<file path="src/rtl/reaction_game_ctrl_if.sv">
// Result hand-off channel between the reaction game controller and the SPI driver.
// Master offers tx_data with tx_valid; slave accepts with tx_ready.
interface reaction_game_ctrl_if;
    logic [7:0] tx_data;
    logic       tx_valid;
    logic       tx_ready;

    modport master (output tx_data, output tx_valid, input tx_ready);
    modport slave  (input tx_data, input tx_valid, output tx_ready);
endinterface

</file>
<file path="src/rtl/reaction_game_ctrl.sv">
// Reaction-time game sequencer: random wait, LED stimulus, tick timing, result hand-off.
// Optional best-time tracking is enabled by defining REACTION_BEST_EN.
//
// state    | meaning
// IDLE     | waiting for start
// ARMED    | random wait running, LED off, a press is a false start
// TIMING   | LED on, counting ticks until press or 255-tick timeout
// REPORT   | result offered on tx channel until accepted
module reaction_game_ctrl #(
    parameter int unsigned TICK_DIV = 1000,
    parameter int unsigned MIN_WAIT = 50
) (
    input  logic                 clk,
    input  logic                 rst_n,
    input  logic                 start,
    input  logic                 button,
    output logic                 led_on,
    output logic [7:0]           time_out,
    output logic                 false_start,
    output logic                 busy,
    output logic [7:0]           best_time,
    reaction_game_ctrl_if.master tx
);

    localparam logic [15:0] PRESC_LOAD = 16'(TICK_DIV - 1);
    localparam logic [8:0]  MIN_WAIT_W = 9'(MIN_WAIT);

    typedef enum logic [1:0] {
        S_IDLE,
        S_ARMED,
        S_TIMING,
        S_REPORT
    } state_t;

    state_t      state_q;
    logic [7:0]  lfsr_q;
    logic [7:0]  lfsr_d;
    logic [15:0] presc_q;
    logic [8:0]  wait_q;
    logic [7:0]  count_q;
    logic        button_q;
    logic        led_on_q;
    logic        busy_q;
    logic        tx_valid_q;
    logic [7:0]  tx_data_q;
    logic [7:0]  time_out_q;
    logic        false_start_q;

    logic        press;
    logic        tick;
    logic        report_go;
    logic [7:0]  result_d;
    logic        false_d;

    assign lfsr_d = {lfsr_q[6:0], lfsr_q[7] ^ lfsr_q[5] ^ lfsr_q[4] ^ lfsr_q[3]};
    assign press  = button & ~button_q;
    assign tick   = (presc_q == 16'd0);

    // A press wins over the final tick, so a late press still reports FE rather than timeout.
    always_comb begin
        report_go = 1'b0;
        result_d  = count_q;
        false_d   = 1'b0;
        case (state_q)
            S_ARMED: begin
                if (press) begin
                    report_go = 1'b1;
                    result_d  = 8'h00;
                    false_d   = 1'b1;
                end
            end
            S_TIMING: begin
                if (press) begin
                    report_go = 1'b1;
                    result_d  = (count_q == 8'hFF) ? 8'hFE : count_q;
                end else if (tick && count_q == 8'hFE) begin
                    report_go = 1'b1;
                    result_d  = 8'hFF;
                end
            end
            default: ;
        endcase
    end

    always_ff @(posedge clk) begin
        if (!rst_n) begin
            state_q       <= S_IDLE;
            lfsr_q        <= 8'hA5;
            presc_q       <= PRESC_LOAD;
            wait_q        <= 9'd0;
            count_q       <= 8'd0;
            button_q      <= 1'b0;
            led_on_q      <= 1'b0;
            busy_q        <= 1'b0;
            tx_valid_q    <= 1'b0;
            tx_data_q     <= 8'h00;
            time_out_q    <= 8'h00;
            false_start_q <= 1'b0;
        end else begin
            lfsr_q   <= lfsr_d;
            button_q <= button;
            presc_q  <= tick ? PRESC_LOAD : presc_q - 16'd1;

            if (report_go) begin
                state_q       <= S_REPORT;
                led_on_q      <= 1'b0;
                tx_valid_q    <= 1'b1;
                tx_data_q     <= result_d;
                time_out_q    <= result_d;
                false_start_q <= false_d;
            end else begin
                case (state_q)
                    S_IDLE: begin
                        if (start) begin
                            state_q <= S_ARMED;
                            busy_q  <= 1'b1;
                            wait_q  <= MIN_WAIT_W + {2'b00, lfsr_q[6:0]};
                            presc_q <= PRESC_LOAD;
                        end
                    end
                    S_ARMED: begin
                        if (wait_q == 9'd0) begin
                            state_q  <= S_TIMING;
                            led_on_q <= 1'b1;
                            count_q  <= 8'd0;
                            presc_q  <= PRESC_LOAD;
                        end else if (tick) begin
                            wait_q <= wait_q - 9'd1;
                        end
                    end
                    S_TIMING: begin
                        if (tick) begin
                            count_q <= count_q + 8'd1;
                        end
                    end
                    S_REPORT: begin
                        if (tx.tx_ready) begin
                            state_q    <= S_IDLE;
                            tx_valid_q <= 1'b0;
                            busy_q     <= 1'b0;
                        end
                    end
                    default: state_q <= S_IDLE;
                endcase
            end
        end
    end

`ifdef REACTION_BEST_EN
    logic [7:0] best_q;

    always_ff @(posedge clk) begin
        if (!rst_n) begin
            best_q <= 8'hFF;
        end else if (report_go && !false_d && result_d != 8'hFF && result_d < best_q) begin
            best_q <= result_d;
        end
    end

    assign best_time = best_q;
`else
    assign best_time = 8'hFF;
`endif

    assign led_on      = led_on_q;
    assign busy        = busy_q;
    assign time_out    = time_out_q;
    assign false_start = false_start_q;
    assign tx.tx_valid = tx_valid_q;
    assign tx.tx_data  = tx_data_q;

endmodule

</file>
<file path="src/flat_wrapper.sv">
// flat-port wrapper written by rule: the top's interface ports become plain ports
module reaction_game_ctrl_flat 
#(
    parameter int unsigned TICK_DIV = 1000,
    parameter int unsigned MIN_WAIT = 50
)
  (clk, rst_n, start, button, led_on, time_out, false_start, busy, best_time, tx_tx_data, tx_tx_valid, tx_tx_ready);
  reaction_game_ctrl_if tx_i ();
  input  logic clk;
  input  logic rst_n;
  input  logic start;
  input  logic button;
  output logic led_on;
  output logic [7:0] time_out;
  output logic false_start;
  output logic busy;
  output logic [7:0] best_time;
  output wire logic [$bits(tx_i.tx_data)-1:0] tx_tx_data;
  output wire logic [$bits(tx_i.tx_valid)-1:0] tx_tx_valid;
  input wire logic [$bits(tx_i.tx_ready)-1:0] tx_tx_ready;
  assign tx_tx_data = tx_i.tx_data;
  assign tx_tx_valid = tx_i.tx_valid;
  assign tx_i.tx_ready = tx_tx_ready;
  reaction_game_ctrl #(.TICK_DIV(TICK_DIV), .MIN_WAIT(MIN_WAIT)) u_core (.clk(clk), .rst_n(rst_n), .start(start), .button(button), .led_on(led_on), .time_out(time_out), .false_start(false_start), .busy(busy), .best_time(best_time), .tx(tx_i));
endmodule
</file>
<file path="config.mk">
export PLATFORM = sky130hd
export DESIGN_NAME = reaction_game_ctrl_flat
export DESIGN_NICKNAME = d
export VERILOG_FILES = /design/src/rtl/reaction_game_ctrl_if.sv /design/src/rtl/reaction_game_ctrl.sv /design/src/flat_wrapper.sv
export SDC_FILE = /design/constraint.sdc
export NUM_CORES = 1
export LEC_CHECK = 0
export CAP_MARGIN = 20
export CORE_ASPECT_RATIO = 0.75
export CORE_UTILIZATION = 51
export DETAILED_ROUTE_END_ITERATION = 8
export PLACE_DENSITY = 0.84
export SLEW_MARGIN = 5
export SYNTH_ARGS = -nofsm -noshare
export SYNTH_HDL_FRONTEND = slang
export SYNTH_SLANG_ARGS = --single-unit
</file>
<file path="constraint.sdc">
create_clock -name clk -period 2.2 [get_ports clk]
set_input_delay 0.44 -clock clk [delete_from_list [all_inputs] [get_ports clk]]
set_output_delay 0.44 -clock clk [all_outputs]
set_load 0.05 [all_outputs]
</file>
==> impl_metrics.json, run 1 <==
{
  "arrival_ps": 2410,
  "worstMarginPinSlew_ps": 529,
  "async_reset_ff_share_pct": 0,
  "clock_latency_ps": 320,
  "clock-sinks": 56,
  "layout_commonest_cell": "dfxtp_1",
  "synth-edff-count": 0,
  "syn_area_sq_mm": 0.00297,
  "dr.pass1.iters": 5,
  "synth_ff_type": "dfxtp_1",
  "violations": "negative setup slack",
  "p_sw_share_pct": 40.8,
  "clock_power_share_pct": 15.9,
  "placed_area_sq_mm": 0.00352,
  "max-clock-path-buffers": 2,
  "p_sw_mw": 1.76,
  "grt_max_degree": 26,
  "vdd_drop_max_v": 0.000499,
  "status": "complete, but fails checks",
  "io_buffers": 24,
  "total_power_mw": 4.31,
  "power.leakage_nw": 1.45,
  "drcViolationCount": 0,
  "overflow": 0,
  "die_x_um": 90.1,
  "dpl.cell_count": 472,
  "final_area_sq_mm": 0.00379,
  "period_share_pct": 101,
  "p_per_area_mw_per_mm2": 1140,
  "cts_inserted_buffers": 5,
  "ioPinCount": 33,
  "dp_hpwl_mm": 5.24,
  "h-tree-depth": 2,
  "wl_mm": 7.49,
  "die_h_um": 68.1,
  "first_global_vias": 2616,
  "fp.dieArea_sq_mm": 0.00614,
  "ctsHoldBuffers": 0,
  "cts_tree": "yes",
  "layout_common_cells": "dfxtp_1, buf_4, nand2_1, clkdlybuf4s50_1",
  "maxCapViolCount": 0,
  "route.vias.total": 2839,
  "drt_iter0_drc": 257,
  "crit_fanout": 7,
  "diodes": 0,
  "ys_ff_latch": 56,
  "rsz0062_at_grt": "yes",
  "seq_power_share_pct": 30.1,
  "viasPerCell": 5.82,
  "yosys.area.top_type": "dfxtp_1",
  "synth_cell_types": 60,
  "area_delta_synth_final_pct": 27.7,
  "antenna_found_initial": 0,
  "yosysSeqAreaShare_pct": 37.7,
  "post-route-util_pct": 69.4,
  "slew_violations": 0,
  "fill_cells": 417,
  "cts.clk_slew.worst_paths_ps": 100,
  "critical_path_class": "register to register",
  "fin_skew_ps": 18.4,
  "avgSynthCellArea_sq_um": 8.49,
  "cts-root-buf": "clkbuf_8",
  "min_period_ps": 2230,
  "initial_core_util_pct": 54.3,
  "place.gp.congestion": 0.870,
  "track_usage_pct": 25.2,
  "power.internal_mw": 2.56,
  "synthesis.instances": 350,
  "yosysWarnings": 0,
  "final_nets": 426,
  "hold_path_class": "register to register",
  "hold_viol": 0,
  "endpoint_kind": "register",
  "setup_tns_ps": -56.5,
  "synth_top_cell_area_share_pct": 37.7,
  "num_rows": 23,
  "setup_violations": 4,
  "grt_pass1_wl_mm": 12.4,
  "cp-start-kind": "register",
  "wl_per_cell_um": 15.4,
  "drtAntennaViolNets": 0,
  "setup_slack_ps": -27.9,
  "combPwrFrac_pct": 54.1,
  "ys_top_cells_by_area": "dfxtp_1, buf_4, a21oi_1",
  "max_freq_mhz": 449,
  "layoutNonFillerInstCount": 488,
  "slew_headroom_pct": 64.6,
  "layout-drive-gt1-share_pct": 23.5,
  "coreArea_sq_mm": 0.00547,
  "required_ps": 2380
}
==> sequential cells by signal (all words and copies together) (netlist names) <==
| name | flops |
|---|---|
| u_core.button_q | 1 |
| u_core.tx.tx_valid | 1 |
| u_core.false_start | 1 |
| u_core.busy | 1 |
| u_core.presc_q | 16 |
| u_core.tx.tx_data | 8 |
| u_core.wait_q | 9 |
| u_core.led_on | 1 |
| u_core.state_q | 2 |
| u_core.lfsr_q | 8 |
| u_core.count_q | 8 |
==> power by group through the flow <==
stage	clock network [mW]	logic, mW	registers (mW)
floorplan	0	1.33	1.39
global placement	0	2.03	1.30
detailed placement	0	2.09	1.31
CTS	0.685	2.19	1.29
global route	0.717	2.53	1.32
finish	0.685	2.33	1.30
==> cells in the mapped netlist (2+ instances only) <==
| cell | number |
|---|---|
| o311ai_0 | 5 |
| a2111oi_0 | 2 |
| xor2_1 | 8 |
| inv_1 | 11 |
| o211ai_1 | 3 |
| and3_1 | 2 |
| o21ai_0 | 22 |
| mux2i_1 | 3 |
| nor4_1 | 5 |
| and4_1 | 2 |
| o221a_2 | 2 |
| and2_1 | 8 |
| dfxtp_1 | 56 |
| o32ai_1 | 2 |
| o211a_1 | 2 |
| nand2b_1 | 3 |
| ha_1 | 9 |
| buf_4 | 16 |
| clkbuf_1 | 9 |
| nor2_1 | 17 |
| nand4_1 | 6 |
| a31oi_1 | 3 |
| nor3_1 | 14 |
| xnor2_1 | 12 |
| or2_2 | 2 |
| nor3b_1 | 2 |
| buf_1 | 3 |
| or4_1 | 4 |
| nand3_1 | 14 |
| a21oi_1 | 23 |
| o31ai_1 | 6 |
| nor2b_1 | 9 |
| nand2_1 | 26 |
| or3_1 | 11 |
| o22ai_1 | 2 |
| buf_2 | 2 |
==> final timing paths <==
path                                         start                 end  slack [ps]  depth (start not counted)
worst max register to register  u_core.presc_q[11]    u_core.wait_q[5]         -30                          6
worst max-delay path            u_core.presc_q[11]    u_core.wait_q[5]         -30                          6
worst min register to register  u_core.false_start  u_core.false_start         490                          2
worst min-delay path            u_core.false_start  u_core.false_start         490                          2
==> cell families (layout without fill, tap and decap cells) <==
logic type	after synthesis	after routing	synth area share (%)
DFF	56	56	37.7
AOI/OAI and AO/OA	84	84	19.1
and+or+nand+nor	132	132	24.0
other	1	8	0.126
buffers and inverters	44	100	7.96
xor gates and xnor gates	20	20	5.90
muxes	4	4	1.39
adders and majority gates	9	9	3.79
==> worst max-delay path, cell delays in order, from the launching register on <==
cell	delay (ps)
dfxtp_2	330
or3_4	380
or3_4	370
o31a_4	290
buf_4	160
o311ai_0	420
o21ai_0	140
==> cell type report <==
class | instances | area [sq um] | share of cell area (%)
multi-input combinational | 257 | 1750 | 46.0
clock buffer | 6 | 72.6 | 1.91
sequential | 56 | 1120 | 29.7
clock inverter | 2 | 35.0 | 0.923
inverter | 12 | 45.0 | 1.19
timing repair buffer | 80 | 676 | 17.8
tap | 75 | 93.8 | 2.47
==> what timing repair did <==
action,in CTS,in global routing
pin swaps,5,4
resized for setup,8,24
buffers inserted,4,3
cloned,1,0
endpoints found under the setup margin,13,39
==> per-stage QoR <==
| step | worst slack [ps] | hold slack (ps) |
|---|---|---|
| 2_1_floorplan | -16.4 | 394 |
| 3_3_place_gp | -14.3 | 469 |
| 3_5_place_dp | -94.4 | 471 |
| 4_1_cts | 1.04 | 493 |
| 5_1_grt | -89.9 | 513 |
| 6_report | -27.9 | 492 |
==> routing by layer <==
layer  up-vias  global-route usage [%]  share of wire [%]
met3        16                    4.22                7.0
met4         0                    8.67                1.6
met5         -                       0                  0
met2       130                    43.6                 46
li1       1359                       -                  -
met1      1334                    32.7                 45
Note: power is estimated with default switching activity, not from simulation.
==> run 2, diff against run 1 <==
--- a/config.mk
+++ b/config.mk
@@ -5,7 +5,7 @@
 export SDC_FILE = /design/constraint.sdc
 export NUM_CORES = 1
 export LEC_CHECK = 0
-export CAP_MARGIN = 20
+export CAP_MARGIN = 10
 export CORE_ASPECT_RATIO = 0.75
 export CORE_UTILIZATION = 51
 export DETAILED_ROUTE_END_ITERATION = 8
==> results of run 2 <==
No change in the layout: final DEF, timing and power equal those of run 1.
